### src/rtl/mm_operand_streamer.sv
// mm_operand_streamer: walks a strided run of operand-RAM rows and
// streams them to the MXU lanes through a 2-entry skid FIFO.
// Build option: MM_OPERAND_STREAMER_WR_BYPASS_EN forwards a same-cycle
// LSU write to the read row (RAM returns old data on collision).
module mm_operand_streamer #(
  parameter int DATA_W = 128,
  parameter int ADDR_W = 8,
  parameter int LANES  = 16,
  parameter int LEN_W  = 4
) (
  input  logic              clk,
  input  logic              rst_n,
  input  logic              cmd_vld,
  output logic              cmd_rdy,
  input  logic [ADDR_W-1:0] cmd_start_addr,
  input  logic [ADDR_W-1:0] cmd_stride,
  input  logic [LEN_W-1:0]  cmd_row_len,
  input  logic [LEN_W-1:0]  cmd_col_len,
  input  logic              ram_wr_vld,
  input  logic [ADDR_W-1:0] ram_wr_addr,
  input  logic [DATA_W-1:0] ram_wr_data,
  output logic              ram_rd_vld,
  output logic [ADDR_W-1:0] ram_rd_addr,
  input  logic [DATA_W-1:0] ram_rd_data,
  output logic [LANES-1:0]  mxu_vld,
  input  logic              mxu_rdy,
  output logic [DATA_W-1:0] mxu_data,
  output logic              tile_done
);

  typedef enum logic [1:0] {
    IDLE,
    READ,
    DRAIN
  } state_t;

  state_t            state;
  logic [ADDR_W-1:0] addr;
  logic [ADDR_W-1:0] stride;
  logic [LEN_W-1:0]  row_len;
  logic [LEN_W:0]    row_cnt;
  logic [LANES-1:0]  mask;
  logic              cmd_rdy_q;
  logic              done_q;

  logic              inflight;
  logic [1:0]        fifo_cnt;
  logic              wr_ptr;
  logic              rd_ptr;
  logic [DATA_W-1:0] fifo_mem [2];

  logic              cmd_fire;
  logic              pop;
  logic              push;
  logic [2:0]        occ;
  logic              rd_go;
  logic              last_rd;
  logic [DATA_W-1:0] push_data;

  // Lanes 0..col are active; col >= LANES-1 saturates to all lanes.
  function automatic logic [LANES-1:0] lane_mask(
    input logic [LEN_W-1:0] col
  );
    logic [LANES-1:0] m;
    m = '0;
    for (int i = 0; i < LANES; i++) begin
      if (i <= int'(col)) m[i] = 1'b1;
    end
    return m;
  endfunction

  assign cmd_fire = cmd_vld & cmd_rdy_q;
  assign pop      = (|mxu_vld) & mxu_rdy;
  assign push     = inflight;

  // Occupancy seen by the next issue: queued + in flight - leaving now.
  assign occ = {1'b0, fifo_cnt}
             + {2'b00, inflight}
             - {2'b00, pop};

  assign rd_go   = (state == READ) & (occ < 3'd2);
  assign last_rd = rd_go & (row_cnt == {1'b0, row_len});

  assign ram_rd_vld  = rd_go;
  assign ram_rd_addr = addr;
  assign cmd_rdy     = cmd_rdy_q;
  assign tile_done   = done_q;
  assign mxu_vld     = (fifo_cnt != 2'd0) ? mask : '0;
  assign mxu_data    = fifo_mem[rd_ptr];

`ifdef MM_OPERAND_STREAMER_WR_BYPASS_EN
  logic              byp_hit;
  logic [DATA_W-1:0] byp_data;

  // Capture a write that collides with the read issued this cycle.
  always_ff @(posedge clk) begin
    if (!rst_n) begin
      byp_hit  <= 1'b0;
      byp_data <= '0;
    end else begin
      byp_hit  <= rd_go & ram_wr_vld
                & (ram_wr_addr == addr);
      byp_data <= ram_wr_data;
    end
  end

  assign push_data = byp_hit ? byp_data : ram_rd_data;
`else
  logic unused_wr;

  assign unused_wr = ^{ram_wr_vld, ram_wr_addr, ram_wr_data};
  assign push_data = ram_rd_data;
`endif

  // Tile sequencer: latch command, walk rows, wait for drain.
  always_ff @(posedge clk) begin
    if (!rst_n) begin
      state     <= IDLE;
      cmd_rdy_q <= 1'b1;
      done_q    <= 1'b0;
      addr      <= '0;
      stride    <= '0;
      row_len   <= '0;
      row_cnt   <= '0;
      mask      <= '0;
    end else begin
      done_q <= 1'b0;
      unique case (state)
        IDLE: begin
          if (cmd_fire) begin
            addr      <= cmd_start_addr;
            stride    <= cmd_stride;
            row_len   <= cmd_row_len;
            row_cnt   <= '0;
            mask      <= lane_mask(cmd_col_len);
            cmd_rdy_q <= 1'b0;
            state     <= READ;
          end
        end
        READ: begin
          if (rd_go) begin
            addr    <= addr + stride;
            row_cnt <= row_cnt
                     + {{LEN_W{1'b0}}, 1'b1};
            if (last_rd) state <= DRAIN;
          end
        end
        DRAIN: begin
          if (occ == 3'd0) begin
            done_q    <= 1'b1;
            cmd_rdy_q <= 1'b1;
            state     <= IDLE;
          end
        end
        default: begin
          state     <= IDLE;
          cmd_rdy_q <= 1'b1;
        end
      endcase
    end
  end

  // Track the read whose data returns next cycle.
  always_ff @(posedge clk) begin
    if (!rst_n) inflight <= 1'b0;
    else        inflight <= rd_go;
  end

  // Two-entry skid FIFO between RAM return and MXU.
  always_ff @(posedge clk) begin
    if (!rst_n) begin
      wr_ptr   <= 1'b0;
      rd_ptr   <= 1'b0;
      fifo_cnt <= 2'd0;
      for (int i = 0; i < 2; i++) begin
        fifo_mem[i] <= '0;
      end
    end else begin
      if (push) begin
        fifo_mem[wr_ptr] <= push_data;
        wr_ptr           <= ~wr_ptr;
      end
      if (pop) rd_ptr <= ~rd_ptr;
      fifo_cnt <= fifo_cnt
                + {1'b0, push}
                - {1'b0, pop};
    end
  end

  a_no_overflow: assert property (
    @(posedge clk) disable iff (!rst_n)
    !(push && (fifo_cnt == 2'd2))
  );

endmodule

### config.mk
export PLATFORM = sky130hd
export DESIGN_NAME = mm_operand_streamer
export DESIGN_NICKNAME = d
export VERILOG_FILES = /design/src/rtl/mm_operand_streamer.sv
export SDC_FILE = /design/constraint.sdc
export NUM_CORES = 1
export LEC_CHECK = 0
export ABC_AREA = 1
export BUFFER_PORTS_ARGS = -buffer_cell sky130_fd_sc_hd__buf_4
export CORE_UTILIZATION = 30
export DETAILED_ROUTE_END_ITERATION = 7
export HOLD_SLACK_MARGIN = 0.08
export PLACE_DENSITY = 0.48
export SYNTH_ARGS = -nofsm -noshare
export SYNTH_HDL_FRONTEND = slang
export SYNTH_SLANG_ARGS = --single-unit
### constraint.sdc
create_clock -name clk -period 13 [get_ports clk]
set_clock_uncertainty 0.05 [all_clocks]
set_input_delay 1.95 -clock clk [delete_from_list [all_inputs] [get_ports clk]]
set_output_delay 1.95 -clock clk [all_outputs]
set_load 0.05 [all_outputs]
Yosys cells after proc, flatten, opt, wreduce, memory -nomap -nowiden

Memory sizes are Yosys's and may differ from the RTL's. A register that Yosys moved wholly into a read port is not among the register bits.
Index checks and enable logic that the tools add are counted.

Flip-flop bits (word level): 50
Memory bits (writable): 256
Output and inout bits: 155
Word-level logic and storage cells: 100
Memories: 1

Add/sub/neg operators: 6
Magnitude comparators: 16
Equality and inequality tests: 7
Mux-type cells: 40
Bitwise operators: 7
Reduce and logical (&&, ||, !) cells: 11

Memory list:

| memory   | words | width | rd ports | clocked after Yosys merged registers in | wr ports | line | source |
|---|---|---|---|---|---|---|---|
| fifo_mem | 2     | 128   | 1        | 1                                       | 2        | 50   | `logic [DATA_W-1:0] fifo_mem [2];` |

Operator list:

| operator                                                                        | number |
|---|---|
| 128-bit 2-to-1 mux                                                              | 1 |
| 128-bit OR reduction                                                            | 1 |
| 4-bit less-or-equal comparator, first input constant                            | 8 |
| 1-bit 2-to-1 mux                                                                | 26 |
| 3-bit by 4-bit less-or-equal comparator with 1-bit output, first input constant | 4 |
| 16-bit 2-to-1 mux                                                               | 1 |
| 8-bit 2-to-1 mux                                                                | 2 |
| 8-bit one-hot mux with 2 select lines                                           | 1 |
| 16-bit OR reduction                                                             | 1 |
| 5-bit 2-to-1 mux                                                                | 2 |
| 5-bit one-hot mux with 2 select lines                                           | 1 |
| 8-bit adder                                                                     | 1 |
| 2-bit by 4-bit less-or-equal comparator with 1-bit output, first input constant | 2 |
| 2-bit 2-to-1 mux                                                                | 4 |
| 2-bit != test, second input constant                                            | 4 |
| 2-bit one-hot mux with 3 select lines                                           | 1 |
| 3-bit AND reduction                                                             | 2 |
| 5-bit by 1-bit adder with 5-bit output, second input constant                   | 1 |
| 5-bit by 4-bit == test with 1-bit output                                        | 1 |
| 1-bit AND                                                                       | 4 |
| 1-bit by 4-bit less-or-equal comparator with 1-bit output, first input constant | 1 |
| 2-bit AND reduction                                                             | 2 |
| 4-bit AND reduction                                                             | 1 |
| 2-bit nonzero test                                                              | 2 |
| other kinds (11)                                                                | 13 |

Depth between registers and ports, before layout

Depth after elaboration: 11
Mapped depth: 23
Depth with buffers taken out: 22

Worst setup path before layout

Ideal clock, no wire load.

Path kind: input -> register
Start point: input port rst_n
End point: memory fifo_mem[0][0] (enable)
Library setup time: 1.122 ns
Arrival time: 4.599 ns
Required time: 11.828 ns
Slack: 7.229 ns
Cell stages on the path: 4
Path buffers: 2
Cells stage by stage: nand3b_1 -> clkbuf_1 -> buf_2 -> nand2_1

RTL lines:

| what        | line | source |
|---|---|---|
| from (decl) | 12   | `input logic rst_n,` |
| to (decl)   | 50   |  |

Worst setup path in the final report

Start point: input port mxu_rdy
End point: output port ram_rd_vld

Cells in the longest elaborated chain, start to end: 4

Ends and longest elaborated chain:

| what                                          | line | source |
|---|---|---|
| from (decl)                                   | 26   | `input logic mxu_rdy,` |
| 1-bit AND                                     | 73   | `assign pop = (\|mxu_vld) & mxu_rdy;` |
| named net pop                                 | 53   | `logic pop;` |
| 3-bit by 1-bit subtractor with 3-bit output   | 79   | `- {2'b00, pop};` |
| 3-bit by 2-bit < comparator with 1-bit output | 81   | `assign rd_go = (state == READ) & (occ < 3'd2);` |
| 1-bit AND                                     | 81   |  |
| to (decl)                                     | 22   | `output logic ram_rd_vld,` |

The timed path passes the listed nets, and every way through them passes these cells.

==> flow_summary.yaml <==
power_and_ir_drop:
  p_seq_share_pct: 34.5
  power_mw: 3.73
  p_sw_share_pct: 39.8
  power.density_nw_per_um2: 213
  p_leak_nw: 7.83
  p_int_mw: 2.24
  ir_drop_uv: 113
  power_frac_comb_pct: 39.8
  power_frac_clock_pct: 25.8
  p_switching_mw: 1.48
logic_synthesis:
  ys_warn_count: 0
  synth.largest_area_cell: "edfxtp_1"
  async_flop_share_pct: 0
  synthDistinctLibCells: 39
  synthCells: 1183
  synth_seq_cells: 307
  synthTopCellsByArea: "edfxtp_1 57%, mux2_2 11%, nor2_1 8.2%"
  yosysSeqAreaShare_pct: 64.6
  syn_area_um2: 13500
  synth_ff_type: "edfxtp_1"
  syn_avg_cell_area_um2: 11.4
  synth_edf_count: 256
  syn-num-nets: 1488
  yosys.area.top_type_share_pct: 57.0
floorplanning:
  die_h_um: 214
  num_rows: 77
  core_um2: 44200
  die-area_um2: 45800
  ios: 448
  initial_core_util_pct: 30.5
  fp.dieW_um: 214
worst_setup_path:
  critPathRequiredTime_ns: 11.00
  start_kind: "primary input"
  rr_worst_depth: 4
  cp_max_fo: 3
  critical_path_arrival_ns: 3.81
  reg2reg_from: "inflight"
  path_buf_inv: 5
  r2r_slack_ns: 9.62
  critPathTopFamily: "adder cells"
  worstSetupPathType: "in2out"
  cpMaxStageDelayCell: "fa_1"
  critical-path-max-stage-delay_ns: 0.52
  cp-startpoint: "mxu_rdy"
  critical_path.most_common_cell: "inv_1"
  endpoint_kind: "output port"
  rr_endpoint: "fifo_mem[1][82]"
  crit_chain: "buf_4, nand2_1, inv_1, ha_1, inv_1, ha_1, inv_1, fa_1, nand3_1, nor2_4, buf_4"
clocking:
  cts.sinks: 307
  htreeDepth: 2
  clk_path_buf_depth: 3
  tritoncts: "built"
  root_buffer: "clkbuf_16"
  cts_hold_buf: 0
  post_cts_buffers: 0
  cts_resized: 0
  cts_buffers: 36
  clock_latency_ns: 0.53
  path_clk_slew_ns: 0.05
min_path:
  min_from: "mask[8]"
  hold_path_class: "reg2reg"
  min_path_cells: 2
  whs_endpoint: "mask[8]"
global_route:
  grt_pass1_vias: 9256
  grt_usage_pct: 15.0
  antenna_found_initial: 0
  grt_start_max_net_pins: 84
  grt_pass1_wl_mm: 53.1
  overflow: 0
detailed_routing:
  via_per_inst: 4.39
  first_pass_iters: 5
  drc: 0
  drt_wl_total_mm: 34.5
  drt_iter0_markers: 515
  ant_nets: 0
  post_drt_wl_per_cell_um: 16.4
  num_vias: 9240
placed_design:
  dp_hpwl_mm: 21.6
  gp_congestion: 0.786
  io_buffers: 310
  post_dp_cell_area_um2: 16300
timing:
  fin_crit_sh_pct: 44.7
  max_slew.worst_pin.slew_ns: 1.08
  setup_violations: 0
  rsz0062_at_grt: "no"
  hold_violations: 0
  fin_setup_tns_ns: 0
  period_needed_ns: 5.81
  max_freq_mhz: 172
  slew_headroom_pct: 28.2
  maxSlewViolCount: 0
  holdWs_ns: 0.424
cells_and_area:
  fin_util_pct: 39.5
  fin_nets: 1790
  finish.instance_area_um2: 17500
  nFillCells: 4356
  diodes: 0
  drive_gt1_share_pct: 34.8
  area_growth_pct: 29.5
run_status:
  status: "finished, final reports clean"
flow_run:
  max_cap_viol_count: 0
==> Yosys cell counts, types with 3 or more instances <==
library cell and count:
buf_2 40, a21oi_1 15, edfxtp_1 256, xnor2_1 3
nand2_1 90, buf_6 6, nand2_2 5, inv_1 178
nand3b_1 3, o21ai_0 25, inv_2 3, dfxtp_1 51
ha_1 10, mux2_2 128, o22ai_1 4, nand3_1 28
o21ai_1 4, clkbuf_1 8, a31oi_1 5, nor2_1 293
==> flip-flops by register name (all words and copies together), names as in the netlist, named ones only <==
register / flops
fifo_mem: 256
mask: 16
ram_rd_addr: 8
stride: 8
row_cnt: 5
row_len: 4
fifo_cnt: 2
state: 2
cmd_rdy: 1
inflight: 1
rd_ptr: 1
tile_done: 1
wr_ptr: 1
==> per-stage QoR <==
step | std cells | setup slack (ns)
after floorplan | 1183 | 7.23
after global placement | 2039 | 7.17
after detailed placement | 2039 | 7.18
after CTS | 2104 | 7.18
after global routing | 2104 | 7.08
final | 2104 | 7.19
==> power by group through the flow <==
stage | Combinational (mW) | Clock [mW] | Sequential (mW)
3_3_place_gp | 1.50 | 0 | 1.30
3_5_place_dp | 1.50 | 0 | 1.31
4_1_cts | 1.50 | 0.994 | 1.29
5_1_grt | 1.57 | 1.03 | 1.30
6_report | 1.48 | 0.959 | 1.28
2_1_floorplan | 1.07 | 0 | 1.30
==> how the worst max path moves through the flow <==
stage               cells after the start              to  slack, ns
floorplan                               4  fifo_mem[0][0]       7.23
global placement                       11      ram_rd_vld       7.17
detailed placement                     11      ram_rd_vld       7.18
CTS                                    11      ram_rd_vld       7.18
global route                           11      ram_rd_vld       7.08
finish                                 11      ram_rd_vld       7.19
==> cell usage in the layout (no fill, tap or decap), types with 3 or more instances in the layout <==
cell type / count
o22ai_1: 4
dfxtp_1: 50
a31oi_1: 5
mux2_2: 128
nand2_1: 88
inv_1: 178
clkinv_1: 5
a21oi_1: 15
nor2_1: 293
nand3b_1: 3
inv_6: 3
ha_1: 10
clkbuf_16: 37
nand3_1: 27
edfxtp_1: 256
nand2_4: 4
clkbuf_8: 3
o21ai_1: 4
o21ai_0: 25
inv_2: 3
clkbuf_1: 8
clkinv_2: 7
xnor2_1: 3
buf_4: 318
nand2_2: 5
==> cells by family after synthesis <==
group | synth area share [%]
compound gates | 2.50
xor+xnor | 0.325
flops | 64.6
fa+ha+maj | 1.23
simple gates | 13.3
mux | 10.7
buf+inv | 7.36
==> layer usage <==
layer	vias to the layer above	global-route usage [%]	wire, um
li1	4487	-	-
met1	4448	19.8	15400
met2	267	24.1	16100
met3	38	4.32	2330
met4	0	3.45	556
met5	-	0	0
==> cell type report <==
class	instances	area [um^2]	share of cell area [%]
Sequential cell	307	8710	49.9
Multi-Input combinational cell	639	3800	21.8
Timing Repair Buffer	318	2390	13.7
Clock buffer	50	1010	5.80
Tap cell	592	741	4.24
Inverter	183	694	3.98
Clock inverter	15	101	0.581
==> tightest hold or removal path, stage by stage (launching register included) <==
cell	delay, ns
dfxtp_1	0.30
nand3_1	0.08
nand2_1	0.05
Note: power is estimated with default switching activity, not from simulation.
